### src/rtl/dbiu_axi4_bridge.sv
// dbiu_axi4_bridge: turns one CPU data-bus access into a single-beat AXI4 write or read.
// Latency: with a zero-wait slave, ack comes 3 cycles after req is first sampled; one access in flight.
// Backpressure: AXI VALIDs hold a stable payload until READY; the CPU holds req until ack.
module dbiu_axi4_bridge #(
  parameter int DBUS_AW   = 32,
  parameter int DBUS_DW   = 32,
  parameter int DBUS_ISEL = 4,
  parameter int AXI_IDW   = 4,
  parameter int AXI_ID    = 0
) (
  input  logic                 clk,
  input  logic                 rst,
  // CPU side
  input  logic                 req_m2dbiu,
  input  logic [DBUS_AW-1:0]   adr_m2dbiu,
  input  logic [DBUS_DW-1:0]   dat_m2dbiu,
  input  logic                 we_m2dbiu,
  input  logic [DBUS_ISEL-1:0] sel_m2dbiu,
  output logic [DBUS_DW-1:0]   dat_dbiu2m,
  output logic                 ack_dbiu2m,
  output logic                 err_dbiu2m,
  // AXI write address
  output logic [AXI_IDW-1:0]   m_awid,
  output logic [DBUS_AW-1:0]   m_awaddr,
  output logic [7:0]           m_awlen,
  output logic [2:0]           m_awsize,
  output logic [1:0]           m_awburst,
  output logic                 m_awvalid,
  input  logic                 m_awready,
  // AXI write data
  output logic [DBUS_DW-1:0]   m_wdata,
  output logic [DBUS_ISEL-1:0] m_wstrb,
  output logic                 m_wlast,
  output logic                 m_wvalid,
  input  logic                 m_wready,
  // AXI write response
  input  logic [AXI_IDW-1:0]   m_bid,
  input  logic [1:0]           m_bresp,
  input  logic                 m_bvalid,
  output logic                 m_bready,
  // AXI read address
  output logic [AXI_IDW-1:0]   m_arid,
  output logic [DBUS_AW-1:0]   m_araddr,
  output logic [7:0]           m_arlen,
  output logic [2:0]           m_arsize,
  output logic [1:0]           m_arburst,
  output logic                 m_arvalid,
  input  logic                 m_arready,
  // AXI read data
  input  logic [AXI_IDW-1:0]   m_rid,
  input  logic [DBUS_DW-1:0]   m_rdata,
  input  logic [1:0]           m_rresp,
  input  logic                 m_rlast,
  input  logic                 m_rvalid,
  output logic                 m_rready
);

  localparam logic [2:0] AXSIZE     = 3'($clog2(DBUS_DW / 8));
  localparam logic [1:0] BURST_INCR = 2'b01;
  localparam logic [1:0] RESP_OKAY  = 2'b00;

  typedef enum logic [2:0] {
    S_IDLE,
    S_WREQ,
    S_WRESP,
    S_RADDR,
    S_RDATA,
    S_ACK
  } state_t;

  state_t                state_q;
  logic [DBUS_AW-1:0]    adr_q;
  logic [DBUS_DW-1:0]    dat_q;
  logic [DBUS_ISEL-1:0]  sel_q;
  logic [DBUS_DW-1:0]    rdat_q;
  logic                  awvalid_q;
  logic                  wvalid_q;
  logic                  aw_done_q;
  logic                  w_done_q;
  logic                  bready_q;
  logic                  arvalid_q;
  logic                  rready_q;
  logic                  ack_q;
  logic                  err_q;

  logic aw_hs;
  logic w_hs;

  // IDs, single-beat read status and the read-side byte lanes carry no information here
  logic unused_inputs;
  assign unused_inputs = ^{m_bid, m_rid, m_rlast};

  assign aw_hs = m_awvalid & m_awready;
  assign w_hs  = m_wvalid & m_wready;

  // Constant burst shape: one full-width INCR beat with a fixed ID
  assign m_awid    = AXI_IDW'(AXI_ID);
  assign m_awlen   = 8'd0;
  assign m_awsize  = AXSIZE;
  assign m_awburst = BURST_INCR;
  assign m_arid    = AXI_IDW'(AXI_ID);
  assign m_arlen   = 8'd0;
  assign m_arsize  = AXSIZE;
  assign m_arburst = BURST_INCR;
  assign m_wlast   = 1'b1;

  // Payload always comes from the captured copy, so CPU-side changes mid-access are ignored
  assign m_awaddr  = adr_q;
  assign m_araddr  = adr_q;
  assign m_wdata   = dat_q;
  assign m_wstrb   = sel_q;

  assign m_awvalid = awvalid_q;
  assign m_wvalid  = wvalid_q;
  assign m_bready  = bready_q;
  assign m_arvalid = arvalid_q;
  assign m_rready  = rready_q;

  assign dat_dbiu2m = rdat_q;
  assign ack_dbiu2m = ack_q;
  assign err_dbiu2m = err_q;

  // Access sequencer: all handshake and CPU-facing outputs are registered here
  always_ff @(posedge clk or posedge rst) begin
    if (rst) begin
      state_q   <= S_IDLE;
      adr_q     <= '0;
      dat_q     <= '0;
      sel_q     <= '0;
      rdat_q    <= '0;
      awvalid_q <= 1'b0;
      wvalid_q  <= 1'b0;
      aw_done_q <= 1'b0;
      w_done_q  <= 1'b0;
      bready_q  <= 1'b0;
      arvalid_q <= 1'b0;
      rready_q  <= 1'b0;
      ack_q     <= 1'b0;
      err_q     <= 1'b0;
    end else begin
      // ack/err are single-cycle pulses unless re-armed below
      ack_q <= 1'b0;
      err_q <= 1'b0;
      case (state_q)
        S_IDLE: begin
          if (req_m2dbiu) begin
            adr_q <= adr_m2dbiu;
            dat_q <= dat_m2dbiu;
            sel_q <= sel_m2dbiu;
            if (we_m2dbiu) begin
              awvalid_q <= 1'b1;
              wvalid_q  <= 1'b1;
              aw_done_q <= 1'b0;
              w_done_q  <= 1'b0;
              state_q   <= S_WREQ;
            end else begin
              arvalid_q <= 1'b1;
              state_q   <= S_RADDR;
            end
          end
        end
        S_WREQ: begin
          // AW and W complete independently, in either order or together
          if (aw_hs) begin
            awvalid_q <= 1'b0;
            aw_done_q <= 1'b1;
          end
          if (w_hs) begin
            wvalid_q <= 1'b0;
            w_done_q <= 1'b1;
          end
          if ((aw_done_q | aw_hs) & (w_done_q | w_hs)) begin
            bready_q <= 1'b1;
            state_q  <= S_WRESP;
          end
        end
        S_WRESP: begin
          if (m_bvalid) begin
            bready_q <= 1'b0;
            err_q    <= (m_bresp != RESP_OKAY);
            ack_q    <= 1'b1;
            state_q  <= S_ACK;
          end
        end
        S_RADDR: begin
          if (m_arready) begin
            arvalid_q <= 1'b0;
            rready_q  <= 1'b1;
            state_q   <= S_RDATA;
          end
        end
        S_RDATA: begin
          if (m_rvalid) begin
            rready_q <= 1'b0;
            rdat_q   <= m_rdata;
            err_q    <= (m_rresp != RESP_OKAY);
            ack_q    <= 1'b1;
            state_q  <= S_ACK;
          end
        end
        S_ACK: begin
          // ack is visible during this state; req is next looked at in IDLE
          state_q <= S_IDLE;
        end
        default: begin
          state_q <= S_IDLE;
        end
      endcase
    end
  end

endmodule

### config.mk
export PLATFORM = sky130hd
export DESIGN_NAME = dbiu_axi4_bridge
export DESIGN_NICKNAME = d
export VERILOG_FILES = /design/src/rtl/dbiu_axi4_bridge.sv
export SDC_FILE = /design/constraint.sdc
export NUM_CORES = 1
export LEC_CHECK = 0
export BUFFER_PORTS_ARGS = -buffer_cell sky130_fd_sc_hd__buf_2
export CAP_MARGIN = 10
export CELL_PAD_IN_SITES_DETAIL_PLACEMENT = 0
export CELL_PAD_IN_SITES_GLOBAL_PLACEMENT = 1
export CORE_ASPECT_RATIO = 1.1
export CORE_UTILIZATION = 29
export CTS_CLUSTER_DIAMETER = 80
export DETAILED_ROUTE_END_ITERATION = 6
export PLACE_DENSITY = 0.72
export RECOVER_POWER = 25
export SETUP_SLACK_MARGIN = 0.4
export SLEW_MARGIN = 20
export SYNTH_ARGS = -nofsm -noshare
export SYNTH_HDL_FRONTEND = slang
export SYNTH_SLANG_ARGS = --single-unit
### constraint.sdc
create_clock -name clk -period 3 [get_ports clk]
set_input_delay 0 -clock clk [delete_from_list [all_inputs] [get_ports clk]]
set_output_delay 0 -clock clk [all_outputs]
set_load 0.01 [all_outputs]
==> results.md <==
- Fin crit share: 0.750
- R2r setup slk: 0.75 ns
- CTS tree: yes
- Crit path from: state_q[2]
- Initial antenna violation count: 3
- Largest net degree at the start of global routing: 61
- LEAKAGE: 3.40 nW
- FILL cells: 1,533
- Final wirelength: 12,300 um
- Clk_lat worst skew: 0.34 ns
- Htree depth: 3
- Worst r2r dst: err_dbiu2m
- Via density: 4.22
- Sequential cell area: 2800 um^2
- All-layer global routing usage: 0.140
- Worst setup skew after layout: 0.00683 ns
- FMAX: 0.445 GHz
- CTS max path bufs: 2
- Most frequent CP cell: o21ai_0
- Area Overhead vs Synth: 49.2%
- Post-route cell area: 7260 um^2
- Worst-path clk slew: 0.07 ns
- Worst Max-Slew Pin Slew: 0.771 ns
- Vias in the first global route: 3,905
- Critical Path Max Stage Delay: 0.60 ns
- Number of gates resized after cts: 0
- Max-slew violations: 0
- Critical Path RT: 3.24 ns
- Hold Violations, Final: 0
- Clock root cell: clkbuf_16
- Worst Hold Class: in -> reg
- Worst Path Max Fanout: 12
- CP arrival: 2.49 ns
- Post-synthesis average cell area: 13.9 um^2
- Drc violations: 40
- CP endpoint: err_dbiu2m
- Total CTS buffers: 9
- Reg2reg start: state_q[2]
- Crit-path slowest cell: dlygate4sd3_1
- First-pass GRT wire length: 19,000 um
- Setup violators final: 0
- Crit Path Class: reg -> reg
- Max-cap violations: 0
- Yosys warns: 0
- Status: complete, but fails checks
- Peak supply drop: 0.000369 V
- Die Wd: 126 um
- Critical path buffer and inverter count: 1
- Post-DP HPWL: 8470 um
- Die area: 17,300 um^2
- Power density cells: 927 nW/um^2
- Number of port buffers: 251
- Met1 usage: 0.149
- Total grt overflow: 0
- Startpoint Class: register
- FF-to-FF path depth: 5
- Mapped Cells: 350
- Clock Sinks: 112
- Multi-input gate area: 1570 um^2
- Synth unique cells: 28
- Met2 Usage GRT: 0.264
- Area post-placement: 5970 um^2
- Worst-path cell chain: nand2_1 -> nor3_4 -> o21ai_0 -> dlygate4sd3_1 -> o21ai_0
- Core Area: 16,400 um^2
- RSZ-0062 raised after global routing: no
- Starting DRT DRC Count: 74
- Via count: 3,742
- Share of layout cells above drive strength 1: 0.358
- Setup Buffers After CTS: 0
- Initial Util: 0.297
- GP Congestion: 0.698
- Mapped cell area: 4870 um^2
- Number of synthesized register bits: 112
- Violated checks: design-rule violations
- Critical Path Sink Type: register
- Delay-heaviest family, CP: simple AND/OR/NAND/NOR gates
- DR pass1 iterations: 6
- Final nets: 798
- Post-route minimum period: 2.25 ns
- GR peak layer: met2
- DIE HEIGHT: 138 um
- Sequential area share after synthesis: 0.576
- Slew HR: 0.486
- Row count: 49
- Worst path depth: 5
- Post-DRT Antenna Nets: 0
- Ports: 296
- Met3 capacity usage during global routing: 0.0397
- Drt wl/cell: 13.8 um
- Final setup TNS: 0 ns
registers in the layout, indices dropped and copies added, names as in the netlist, 3 cells and up:
signal / flops
state_q: 3
m_wdata: 32
m_araddr: 32
dat_dbiu2m: 32
m_wstrb: 4
logic make-up (layout without fill, tap and decap cells):
| family | count (synthesis) | in the layout | synth area share |
|---|---|---|---|
| AO/OA/AOI/OAI | 24 | 24 | 0.0293 |
| buffers and inverters | 85 | 383 | 0.127 |
| flip-flops | 112 | 112 | 0.576 |
| multiplexers | 100 | 100 | 0.238 |
| other | 2 | 37 | 0.00154 |
| AND/OR/NAND/NOR | 27 | 27 | 0.0278 |
layout by cell type (no fill, tap or decap), drive strengths merged, types with 2 or more instances in the layout:
| master | n |
|---|---|
| buf | 166 |
| dfrtp | 112 |
| dlygate4sd3 | 107 |
| clkbuf | 100 |
| mux2 | 100 |
| conb | 35 |
| nand2 | 11 |
| nor2 | 9 |
| a21oi | 8 |
| o21ai | 7 |
| inv | 5 |
| a31oi | 4 |
| diode | 2 |
| nand2b | 2 |
| nand3 | 2 |
| clkinvlp | 2 |
| bufinv | 2 |
metal layers:
metal | vias to the layer above | part of all wire | wire length (um)
li1 | 1753 | - | -
met1 | 1806 | 0.37 | 4490
met2 | 162 | 0.54 | 6620
met3 | 19 | 0.073 | 896
met4 | 2 | 0.020 | 243
met5 | - | 0.0011 | 13
how the worst min path moves through the flow:
stage / startpoint / endpoint / slack, ns / cells past startpoint
after floorplan: adr_m2dbiu[0] / m_araddr[0] / 0.13 / 1
after global placement: dat_m2dbiu[11] / m_wdata[11] / 0.22 / 2
after detailed placement: adr_m2dbiu[0] / m_araddr[0] / 0.22 / 2
after CTS: we_m2dbiu / m_awvalid / 0.003 / 3
after global routing: m_bresp[1] / err_dbiu2m / 0.02 / 3
final: m_bresp[1] / err_dbiu2m / 0.02 / 3
repair_timing:
item,CTS,global route
setup endpoints to repair,0,0
hold buffers,107,0
hold endpoints to repair,217,0
power by group:
part	internal, mW	total, mW	leakage (nW)	switching [mW]
registers	2.24	2.73	1.36	0.487
logic	1.31	2.69	1.88	1.38
clock network	0.760	1.31	0.159	0.550
worst register-to-register path, delay by kind of cell, from the launching register on:
| kind | cells | cell delay [ns] |
|---|---|---|
| compound gates | 2 | 0.30 |
| simple gates | 2 | 0.73 |
| flops | 1 | 0.53 |
| buf+inv | 1 | 0.60 |
through the flow:
step / cells / setup slack [ns] / utilization / hold WS (ns) / total power, mW
after floorplan: 383 / 1.36 / - / 0.135 / 4.60
after global placement: 762 / 0.834 / 0.365 / 0.217 / 5.40
after detailed placement: 762 / 0.774 / 0.365 / 0.220 / 5.50
after CTS: 885 / 0.707 / 0.450 / 0.00347 / 6.96
after global routing: 885 / 0.597 / 0.443 / 0.0226 / 7.20
final: 887 / 0.750 / 0.444 / 0.0202 / 6.73
synthesized netlist by cell type (all sizes together):
cell type | instances | area (um^2)
nor3 | 1 | 16.3
buf | 80 | 602
dfrtp | 112 | 2800
o221ai | 1 | 8.76
a21oi | 8 | 40.0
nor2 | 9 | 41.3
clkbuf | 1 | 3.75
nand3 | 2 | 10.0
nand2b | 2 | 12.5
o21ai | 7 | 35.0
mux2 | 100 | 1160
a31oi | 4 | 25.0
nand3b | 1 | 7.51
conb | 2 | 7.51
and3 | 1 | 6.26
a32o | 1 | 10.0
nand2 | 11 | 41.3
a22oi | 1 | 7.51
a211oi | 1 | 7.51
a221oi | 1 | 8.76
inv | 4 | 15.0
final cells by class:
class,instances,area share
tap,204,0.0351
clock inverter,6,0.0124
clock buffer,10,0.0329
multi-input combinational,186,0.217
antenna,2,0.000689
inverter,4,0.00258
timing repair buffer,363,0.314
sequential,112,0.386
No activity file was read; power rests on OpenSTA's default activity.
